$ cat src/rtl/multicycle_adder.sv
// Multi-cycle ripple adder/subtractor: processes CHUNK bits per clock, carrying
// between cycles through a register, with a start/busy/done handshake.
module multicycle_adder #(
  parameter int WIDTH = 32,
  parameter int CHUNK = 2
) (
  input  logic             clk,
  input  logic             rst_n,
  input  logic             start,
  input  logic             sub,
  input  logic [WIDTH-1:0] in_1,
  input  logic [WIDTH-1:0] in_2,
  input  logic             c_in,
  output logic             busy,
  output logic             done,
  output logic [WIDTH-1:0] sum,
  output logic             c_out,
  output logic             overflow
);

  localparam int N  = WIDTH / CHUNK;
  localparam int CW = (N > 1) ? $clog2(N) : 1;
  localparam logic [CW-1:0] LAST_CNT = CW'(N - 1);

  typedef enum logic [1:0] {
    IDLE = 2'b00,
    RUN  = 2'b01,
    DONE = 2'b10
  } state_t;

  state_t           state_r;
  state_t           state_next_s;
  logic [CW-1:0]    cnt_r;
  logic             carry_r;
  logic [WIDTH-1:0] a_r;
  logic [WIDTH-1:0] b_r;
  logic [WIDTH-1:0] sum_r;
  logic             c_out_r;
  logic             overflow_r;
  logic             busy_r;
  logic             done_r;
  logic             accept_s;
  logic             last_s;
  logic [CHUNK:0]   chunk_full_s;
  logic             msb_cin_s;

  // Operands shift right each cycle, so the active chunk always sits at bit 0.
  assign chunk_full_s = {1'b0, a_r[CHUNK-1:0]} + {1'b0, b_r[CHUNK-1:0]}
                      + {{CHUNK{1'b0}}, carry_r};
  // Carry into the chunk's top bit, recovered from that bit's sum and inputs.
  assign msb_cin_s = chunk_full_s[CHUNK-1] ^ a_r[CHUNK-1] ^ b_r[CHUNK-1];

  assign accept_s = start && ((state_r == IDLE) || (state_r == DONE));
  assign last_s   = (state_r == RUN) && (cnt_r == LAST_CNT);

  // Next-state logic
  always_comb begin
    state_next_s = state_r;
    case (state_r)
      IDLE: begin
        if (start) state_next_s = RUN;
        else       state_next_s = IDLE;
      end
      RUN: begin
        if (cnt_r == LAST_CNT) state_next_s = DONE;
        else                   state_next_s = RUN;
      end
      DONE: begin
        if (start) state_next_s = RUN;
        else       state_next_s = IDLE;
      end
      default: state_next_s = IDLE;
    endcase
  end

  // State register and registered handshake outputs
  always_ff @(posedge clk or negedge rst_n) begin
    if (!rst_n) begin
      state_r <= IDLE;
      busy_r  <= 1'b0;
      done_r  <= 1'b0;
    end else begin
      state_r <= state_next_s;
      busy_r  <= (state_next_s == RUN);
      done_r  <= (state_next_s == DONE);
    end
  end

  // Datapath: load on accept, one chunk per RUN cycle; results shift in from the top
  always_ff @(posedge clk or negedge rst_n) begin
    if (!rst_n) begin
      a_r        <= {WIDTH{1'b0}};
      b_r        <= {WIDTH{1'b0}};
      carry_r    <= 1'b0;
      cnt_r      <= {CW{1'b0}};
      sum_r      <= {WIDTH{1'b0}};
      c_out_r    <= 1'b0;
      overflow_r <= 1'b0;
    end else if (accept_s) begin
      a_r     <= in_1;
      b_r     <= sub ? ~in_2 : in_2;
      carry_r <= sub ? 1'b1 : c_in;
      cnt_r   <= {CW{1'b0}};
    end else if (state_r == RUN) begin
      a_r     <= a_r >> CHUNK;
      b_r     <= b_r >> CHUNK;
      carry_r <= chunk_full_s[CHUNK];
      cnt_r   <= cnt_r + CW'(1);
      sum_r   <= (sum_r >> CHUNK) | (WIDTH'(chunk_full_s[CHUNK-1:0]) << (WIDTH - CHUNK));
      if (last_s) begin
        c_out_r    <= chunk_full_s[CHUNK];
        overflow_r <= msb_cin_s ^ chunk_full_s[CHUNK];
      end
    end
  end

  assign busy     = busy_r;
  assign done     = done_r;
  assign sum      = sum_r;
  assign c_out    = c_out_r;
  assign overflow = overflow_r;

endmodule
$ cat config.mk
export PLATFORM = sky130hd
export DESIGN_NAME = multicycle_adder
export DESIGN_NICKNAME = d
export VERILOG_FILES = /design/src/rtl/multicycle_adder.sv
export SDC_FILE = /design/constraint.sdc
export NUM_CORES = 1
export LEC_CHECK = 0
export ABC_AREA = 1
export CAP_MARGIN = 40
export CORE_ASPECT_RATIO = 0.7
export CORE_MARGIN = 2
export CORE_UTILIZATION = 25
export DETAILED_ROUTE_END_ITERATION = 7
export PLACE_DENSITY_LB_ADDON = 0.2
export RECOVER_POWER = 100
export SYNTH_ARGS = -nofsm -noshare
export SYNTH_HDL_FRONTEND = slang
export SYNTH_SLANG_ARGS = --single-unit
$ cat constraint.sdc
create_clock -name clk -period 4.3 [get_ports clk]
set_clock_uncertainty 0.1 [all_clocks]
set_input_delay 0.43 -clock clk [delete_from_list [all_inputs] [get_ports clk]]
set_output_delay 0.43 -clock clk [all_outputs]
set_load 0.01 [all_outputs]
[After elaboration in Yosys (flattened, before gate mapping)]
Cells that the tools add are included.
Word-level totals
  output and inout port bits: 36
  word-level logic and storage cells: 45
  flip-flop bits (word level): 107
  input bits: 69
Operators by class
  equality and inequality tests: 5
  bitwise gates (word level): 6
  reductions and logical operators: 8
  $add $sub $neg: 3
  multiplexer cells: 13
Operators with widths (count)
  2-to-1 mux 32 bit: 5
  NOT 32 bit: 1
  OR 30 x 32 -> 32 bit: 1
  2-to-1 mux 4 bit: 2
  adder 4 x 1 -> 4 bit (second input constant): 1
  equality test 2 x 1 -> 1 bit (second input constant): 2
  equality test 2 bit (second input constant): 2
  equality test 4 bit (second input constant): 1
  2-to-1 mux 1 bit: 4
  one-hot mux 2 bit (2 select lines): 1
  adder 2 x 2 -> 3 bit: 1
  adder 3 x 1 -> 3 bit: 1
  AND reduction 3 bit: 1
  XOR 1 bit: 3
  logical AND 1 bit: 2
  logical NOT 2 bit: 1
  2-to-1 mux 2 bit: 1
  AND reduction 2 bit: 1
  nonzero test 2 bit: 1
  OR reduction 2 bit: 1
  logical OR 1 bit: 1
  NOT 1 bit: 1

[Logic depth before layout (Yosys ltp)]
Gate-level depths: netlist (run 1).
  depth in word-level cells: 5
  depth in mapped cells: 9
  gate-level depth less buffers: 9

[Worst setup path before layout (run 1)]
Ideal clock, no wire load.
  kind: reg-to-reg
  start: register carry_r
  end: register overflow_r, in the netlist overflow
  stages on the path, launching flop included: 8
  required time: 4.083 ns
  slack: 2.482 ns
  period minus slack after synthesis: 1.818 ns
  library setup time: 0.117 ns
  buffers on the path: 0
  arrival time: 1.600 ns
  cells stage by stage: dfrtp_1 -> inv_1 -> fa_1 -> fa_1 -> xnor2_1 -> nand2_1 -> nand3_1 -> nand2_1
Between the ends
  longest elaborated chain between the ends: 4
RTL lines
  start, declared: RTL line 34  | logic carry_r;
  start signal, assigned: RTL line 102  | carry_r <= sub ? 1'b1 : c_in;
  start signal, assigned: RTL line 107  | carry_r <= chunk_full_s[CHUNK];
  adder 3 x 1 -> 3 bit *: RTL line 49  | + {{CHUNK{1'b0}}, carry_r};
  XOR 1 bit (2 in series): RTL line 51  | assign msb_cin_s = chunk_full_s[CHUNK-1] ^ a_r[CHUNK-1] ^ b_r[CHUNK-1];
  XOR 1 bit *: RTL line 112  | overflow_r <= msb_cin_s ^ chunk_full_s[CHUNK];
  end signal, assigned: RTL line 112
  end, declared: RTL line 39  | logic overflow_r;
Every way passes the cells marked *; elsewhere a longest branch is shown, timed or not.
A chain may end at the register's enable or synchronous reset.

[Worst setup path after layout (run 1)]
  start: register state_r[0]
  end: register b_r[29]
Between the ends
  longest elaborated chain between the ends: 4
  elaborated cells between the ends (all ways): 7
  classes of those cells: 2 x eq/ne; 1 x mux; 4 x reduce/logical
RTL lines
  start, declared: RTL line 31  | state_t state_r;
  start signal, assigned: RTL line 83  | state_r <= state_next_s;
  equality test 2 bit or logical NOT 2 bit (tied branches): RTL line 53  | assign accept_s = start && ((state_r == IDLE) || (state_r == DONE));
  logical OR 1 bit: RTL line 53
  logical AND 1 bit: RTL line 53
  2-to-1 mux 32 bit or nonzero test 2 bit (tied branches)
  end signal, assigned: RTL line 93  | b_r <= {WIDTH{1'b0}};
  end signal, assigned: RTL line 101  | b_r <= sub ? ~in_2 : in_2;
  end signal, assigned: RTL line 106  | b_r <= b_r >> CHUNK;
  end, declared: RTL line 36  | logic [WIDTH-1:0] b_r;
Parallel ways exist; a longest one is shown, timed or not.

==> results.ini, run 1 <==
[outcome]
status = finished clean

[critical_path]
startpoint_type = flop
regToRegSetupSlack_ns = 1.52
crit_slowest_cell = inv_1
critical_path_required_ns = 4.48
worst_r2r_endpoint = b_r[29]$_DFFE_PN0P_
cp_common_cell = nand2_1
r2r-start = state_r[0]$_DFF_PN0_
crit_type = flop to flop
r2r_cells = 6
critPathMaxStageDelay_ns = 0.88
crit_chain = nand2_1 -> nand2_2 -> buf_4 -> inv_1 -> nand2_1 -> nand3_1
arrival_ns = 2.96
setup.worst_path.end_class = flop
path_max_fanout = 45

[placed_design]
gp_congestion = 0.735
hpwlAfterDp_mm = 8.52
port_buffers = 104
dpl_cell_area_mm2 = 0.00622
dp.cells = 919

[detailed_routing]
drtAntennaViolNets = 0
finalWirelength_mm = 12.4
drtIter0Drc = 323
avgViaCountPerCell = 4.28
drtPass1Iterations = 5
route.detailed.drc = 0
via_count = 4006
wl_per_cell_um = 13.3

[floorplan]
fp.dieW_um = 171
core_area_mm2 = 0.0191
num_rows = 42
die_h_um = 121
initial_core_util = 0.257
die-area_mm2 = 0.0208
pin_count = 105

[power]
p_sw_mw = 1.63
p_leak_nw = 2.97
powerDensity_mw_per_mm2 = 671
power_frac_comb = 0.390
p_sw_frac = 0.372
p_seq_frac = 0.393
p_total_mw = 4.40
clockPowerShare = 0.216
vdd_ir_drop_max_v = 0.000280
p_int_mw = 2.76

[finish]
num_antenna_cells = 0
area_growth_pct = 33.4
layout_commonest_cell = nand2_1
drive_gt1_frac = 0.0417
fin_nets = 739
final_cells = 936
final_design_area_no_fill_mm2 = 0.00655
final_cell_mix = nand2_1, dfrtp_1, o21ai_0

[global_routing]
grt_max_degree = 75
grt_pass1_vias = 3983
antenna_found_initial = 0
overflow = 0
grtUsageTotal = 0.126
grt_pass1_wl_mm = 20.7
grt_use_met3 = 0.0326
top_usage_layer = met2
met2_usage = 0.187
grt_util_met1 = 0.186

[sta]
fmax_mhz = 360
hold_viol = 0
drv_slew = 0
tns_ns = 0
holdWs_ns = 0.376
finalCriticalPeriod_ns = 2.78
timing.final.crit_share = 0.646
rsz0062_at_grt = false
finalSetupViolCount = 0
slew_headroom = 0.161
tightest_slew_ns = 1.26

[logic_synthesis]
syn_inst = 578
syn_nets = 650
ys_warn_count = 0
syn_area_mm2 = 0.00491
ys_types = 22
ys_seq_area_frac = 0.545
ys_ff_latch = 107
avgSynthCellArea_um2 = 8.49

[min_path]
hp-class = flop to flop
hp-start = sum[0]$_DFFE_PN0P_
holdPathEnd = sum[0]$_DFFE_PN0P_
hold_path_depth = 2

[clock_network]
clockBufferDepth = 2
cts_root_buffer = clkbuf_16
h-tree-depth = 3
cts_made_buffers = 9
cts_tree = built
cts_setup_buffers = 0
clk_pin_slew_ns = 0.07
cts.sinks = 107
clock_latency_ns = 0.35

[job]
maxCapViolations = 0

[critical path, delay by kind of cell, from the launching register on]
family / cells / cell delay, ns
buf+inv: 2 / 1.19
simple gates: 4 / 0.97
flops: 1 / 0.42
[through the flow]
step,setup slack [ns],utilization
after detailed placement,1.90,0.326
after global placement,1.90,0.321
after global routing,1.19,0.343
after floorplan,2.48,-
after CTS,2.07,0.344
final,1.52,0.343
[how the worst max path moves through the flow]
stage / from / to / slack (ns) / cells after the start
2_1_floorplan: carry_r$_DFFE_PN0P_ / overflow$_DFFE_PN0P_ / 2.48 / 7
3_3_place_gp: start / b_r[30]$_DFFE_PN0P_ / 1.90 / 7
3_5_place_dp: start / b_r[29]$_DFFE_PN0P_ / 1.90 / 7
4_1_cts: state_r[0]$_DFF_PN0_ / b_r[29]$_DFFE_PN0P_ / 2.07 / 6
5_1_grt: rst_n / a_r[14]$_DFFE_PN0P_ / 1.19 / 4
6_report: state_r[0]$_DFF_PN0_ / b_r[29]$_DFFE_PN0P_ / 1.52 / 6
[sequential cells by signal, indices dropped and copies added (netlist names), 2 cells and up]
| signal | flops |
|---|---|
| a_r | 32 |
| b_r | 32 |
| cnt_r | 4 |
| state_r | 2 |
| sum | 32 |
[area by class of cell]
cell class / count / area [um2]
fillers: 1983 / 12500
flip-flops and latches: 107 / 2680
multi-input cells: 405 / 1920
repair buffers: 113 / 1160
well taps: 264 / 330
clock buffers: 10 / 229
inverters: 31 / 116
clock inverters: 6 / 113
[synthesized netlist by cell type]
cell / count / area [um2]
o22ai_1: 2 / 12.5
dfrtp_1: 107 / 2680
clkbuf_1: 4 / 15.0
buf_4: 9 / 67.6
or2_2: 1 / 6.26
o21ai_0: 98 / 490
nand2_1: 176 / 661
xor2_1: 28 / 245
nor2_2: 1 / 6.26
inv_1: 29 / 109
nor2_1: 45 / 169
buf_2: 22 / 110
nor2_4: 1 / 11.3
fa_1: 2 / 40.0
o21ai_1: 7 / 35.0
o211ai_1: 1 / 7.51
a21oi_1: 27 / 135
ha_1: 1 / 12.5
inv_2: 2 / 7.51
nand3_1: 10 / 50.1
xnor2_1: 4 / 35.0
nand2_2: 1 / 6.26
[routing by layer]
metal | part of all wire | up-vias
met2 | 0.42 | 98
met3 | 0.059 | 9
met5 | 0 | -
met1 | 0.51 | 1877
met4 | 0.0076 | 0
li1 | - | 2022
[power by group through the flow]
| stage | clock network [mW] | logic (mW) | registers [mW] |
|---|---|---|---|
| floorplan | 0 | 1.10 | 1.75 |
| global placement | 0 | 1.73 | 1.75 |
| detailed placement | 0 | 1.80 | 1.76 |
| CTS | 0.978 | 1.81 | 1.74 |
| global route | 1.02 | 1.98 | 1.79 |
| finish | 0.951 | 1.72 | 1.73 |
[logic make-up after synthesis]
| group | count (synthesis) | synth area share |
|---|---|---|
| flip-flops | 107 | 0.545 |
| adder cells (fa/ha/maj) | 3 | 0.0107 |
| AO/OA/AOI/OAI | 135 | 0.139 |
| AND/OR/NAND/NOR | 235 | 0.185 |
| XOR/XNOR | 32 | 0.0571 |
| buffers and inverters | 66 | 0.0629 |
[timing repair]
action                     CTS  global route
hold endpoints to repair    19             0
hold buffers                 1             0
setup endpoints to repair    0             0
gates resized for setup      0             0
Power figures use the tool's default switching activity.
==> run 2: changes to the inputs <==
==> constraint.sdc (replaced) <==
create_clock -name clk -period 2.9 [get_ports clk]
set_clock_uncertainty 0.1 [all_clocks]
set_input_delay 0.29 -clock clk [delete_from_list [all_inputs] [get_ports clk]]
set_output_delay 0.29 -clock clk [all_outputs]
set_load 0.01 [all_outputs]
==> run 2 against run 1 <==
  * Sequential power grew 49%
  * Non-clock buffer count grew 1
  * Power rose by 44%
  * Critical path depth shrank 3
  * Die area did not move
  * Clock-buffer cell count increased by 1
  * Worst setup slack lost 0.92 ns
  * Register-to-register slack worse by 0.91 ns
  * Via count fell by 0.32%
  * Cell area down 1.5%
  * Combinational power rose by 47%
  * Hold slack improved by 0.00059 ns
  * Highest routed layer unchanged
==> results.ini, run 2 (synthesized netlist as in run 1, its figures left out) <==
[floorplan]
die-area_mm2 = 0.0208
initial_core_util = 0.257
pin_count = 105
fp.dieW_um = 171
core_area_mm2 = 0.0191
num_rows = 42
die_h_um = 121

[critical_path]
critPathMaxStageDelay_ns = 1.02
crit_type = primary input to async pin
crit_family = buffers and inverters
r2r-start = state_r[0]$_DFF_PN0_
critPathLaunch = rst_n
r2r_cells = 6
setup.worst_path.end_class = async pin
critical_path_required_ns = 3.24
critPathBufInv = 3
regToRegSetupSlack_ns = 0.61
startpoint_type = primary input
crit_chain = dlygate4sd3_1 -> clkbuf_2 -> clkbuf_4
arrival_ns = 2.64
crit_slowest_cell = clkbuf_2
path_max_fanout = 55
cp.depth = 3

[detailed_routing]
avgViaCountPerCell = 4.26
drtPass1Iterations = 4
wl_per_cell_um = 13.5
drtAntennaViolNets = 0
drtIter0Drc = 275
route.detailed.drc = 0
via_count = 3993
finalWirelength_mm = 12.7

[finish]
num_antenna_cells = 0
seq_area_mm2 = 0.00268
layout_commonest_cell = nand2_1
multi_input_area_mm2 = 0.00192
area_growth_pct = 31.4
fin_nets = 740
fillCellCount = 2031
final_cells = 937
drive_gt1_frac = 0.0446
final_cell_mix = nand2_1, dfrtp_1, o21ai_0

[clock_network]
cts_setup_buffers = 0
cts_tree = built
holdBufCountCts = 1
cts_resized = 0
cts_root_buffer = clkbuf_16
clk_pin_slew_ns = 0.07
clock_latency_ns = 0.34
cts.sinks = 107
h-tree-depth = 3
clockBufferDepth = 2
cts_made_buffers = 9

[global_routing]
grt_max_degree = 75
antenna_found_initial = 0
grt_pass1_wl_mm = 20.7
overflow = 0
grtUsageTotal = 0.128
grt_pass1_vias = 4023

[power]
p_int_mw = 3.92
p_leak_nw = 2.93
power_frac_comb = 0.399
vdd_ir_drop_max_v = 0.000342
p_total_mw = 6.32
powerDensity_mw_per_mm2 = 980
clockPowerShare = 0.194
p_sw_frac = 0.381
p_seq_frac = 0.407
p_sw_mw = 2.41

[placed_design]
dp.cells = 920
port_buffers = 104
hpwlAfterDp_mm = 8.82
gp_congestion = 0.785

[sta]
slew_headroom = 0.0619
tns_ns = 0
tightest_slew_ns = 1.41
rsz0062_at_grt = false
hold_viol = 0
finalSetupViolCount = 0
fmax_mhz = 435
drv_slew = 0
timing.final.crit_share = 0.793
holdWs_ns = 0.376
finalCriticalPeriod_ns = 2.30

[min_path]
hold_path_depth = 2
hp-class = flop to flop
hp-start = b_r[4]$_DFFE_PN0P_

[job]
maxCapViolations = 0

[outcome]
status = finished clean

==> run 2: worst register-to-register path, cell delays in order (launching register included) <==
cell and delay [ns]:
dfrtp_1 0.42, inv_1 0.06, nand2_1 0.10, clkbuf_2 0.96, o21ai_0 0.30, o21ai_0 0.16, nand2_1 0.08
==> run 2: per-layer routing <==
layer / global-route usage / up-vias / routed length, um
met3: 0.0352 / 5 / 714
li1: - / 2016 / -
met5: 0 / - / 0
met4: 0.0286 / 0 / 81
met2: 0.192 / 92 / 5490
met1: 0.184 / 1880 / 6370
==> run 2: final cells by class <==
cell class                      count  share of cell area
Sequential cell                   107               0.415
Clock buffer                       11              0.0376
Timing Repair Buffer              114               0.172
Multi-Input combinational cell    405               0.298
Inverter                           31              0.0180
Clock inverter                      5             0.00814
Tap cell                          264              0.0512
==> run 2: power groups by stage <==
| stage | clock network [mW] | logic [mW] | registers (mW) |
|---|---|---|---|
| 3_3_place_gp | 0 | 2.57 | 2.60 |
| 6_report | 1.22 | 2.52 | 2.58 |
| 4_1_cts | 1.27 | 2.68 | 2.59 |
| 3_5_place_dp | 0 | 2.67 | 2.61 |
| 2_1_floorplan | 0 | 1.64 | 2.60 |
| 5_1_grt | 1.32 | 2.95 | 2.67 |
==> run 2: final timing paths <==
kind,end
setup / recovery,sum[3]$_DFFE_PN0P_
hold / removal,b_r[4]$_DFFE_PN0P_
setup reg to reg,a_r[29]$_DFFE_PN0P_
hold reg to reg,b_r[4]$_DFFE_PN0P_
max in group clk,a_r[29]$_DFFE_PN0P_
min in group asynchronous,sum[20]$_DFFE_PN0P_
==> run 2: through the flow <==
stage / setup slack, ns / area [um2] / utilization
final: 0.602 / 6450 / 0.338
after global routing: 0.247 / 6450 / 0.338
after CTS: 0.697 / 6490 / 0.340
after detailed placement: 0.709 / 6180 / 0.324
after global placement: 0.793 / 6160 / 0.323
after floorplan: 1.08 / 4910 / -
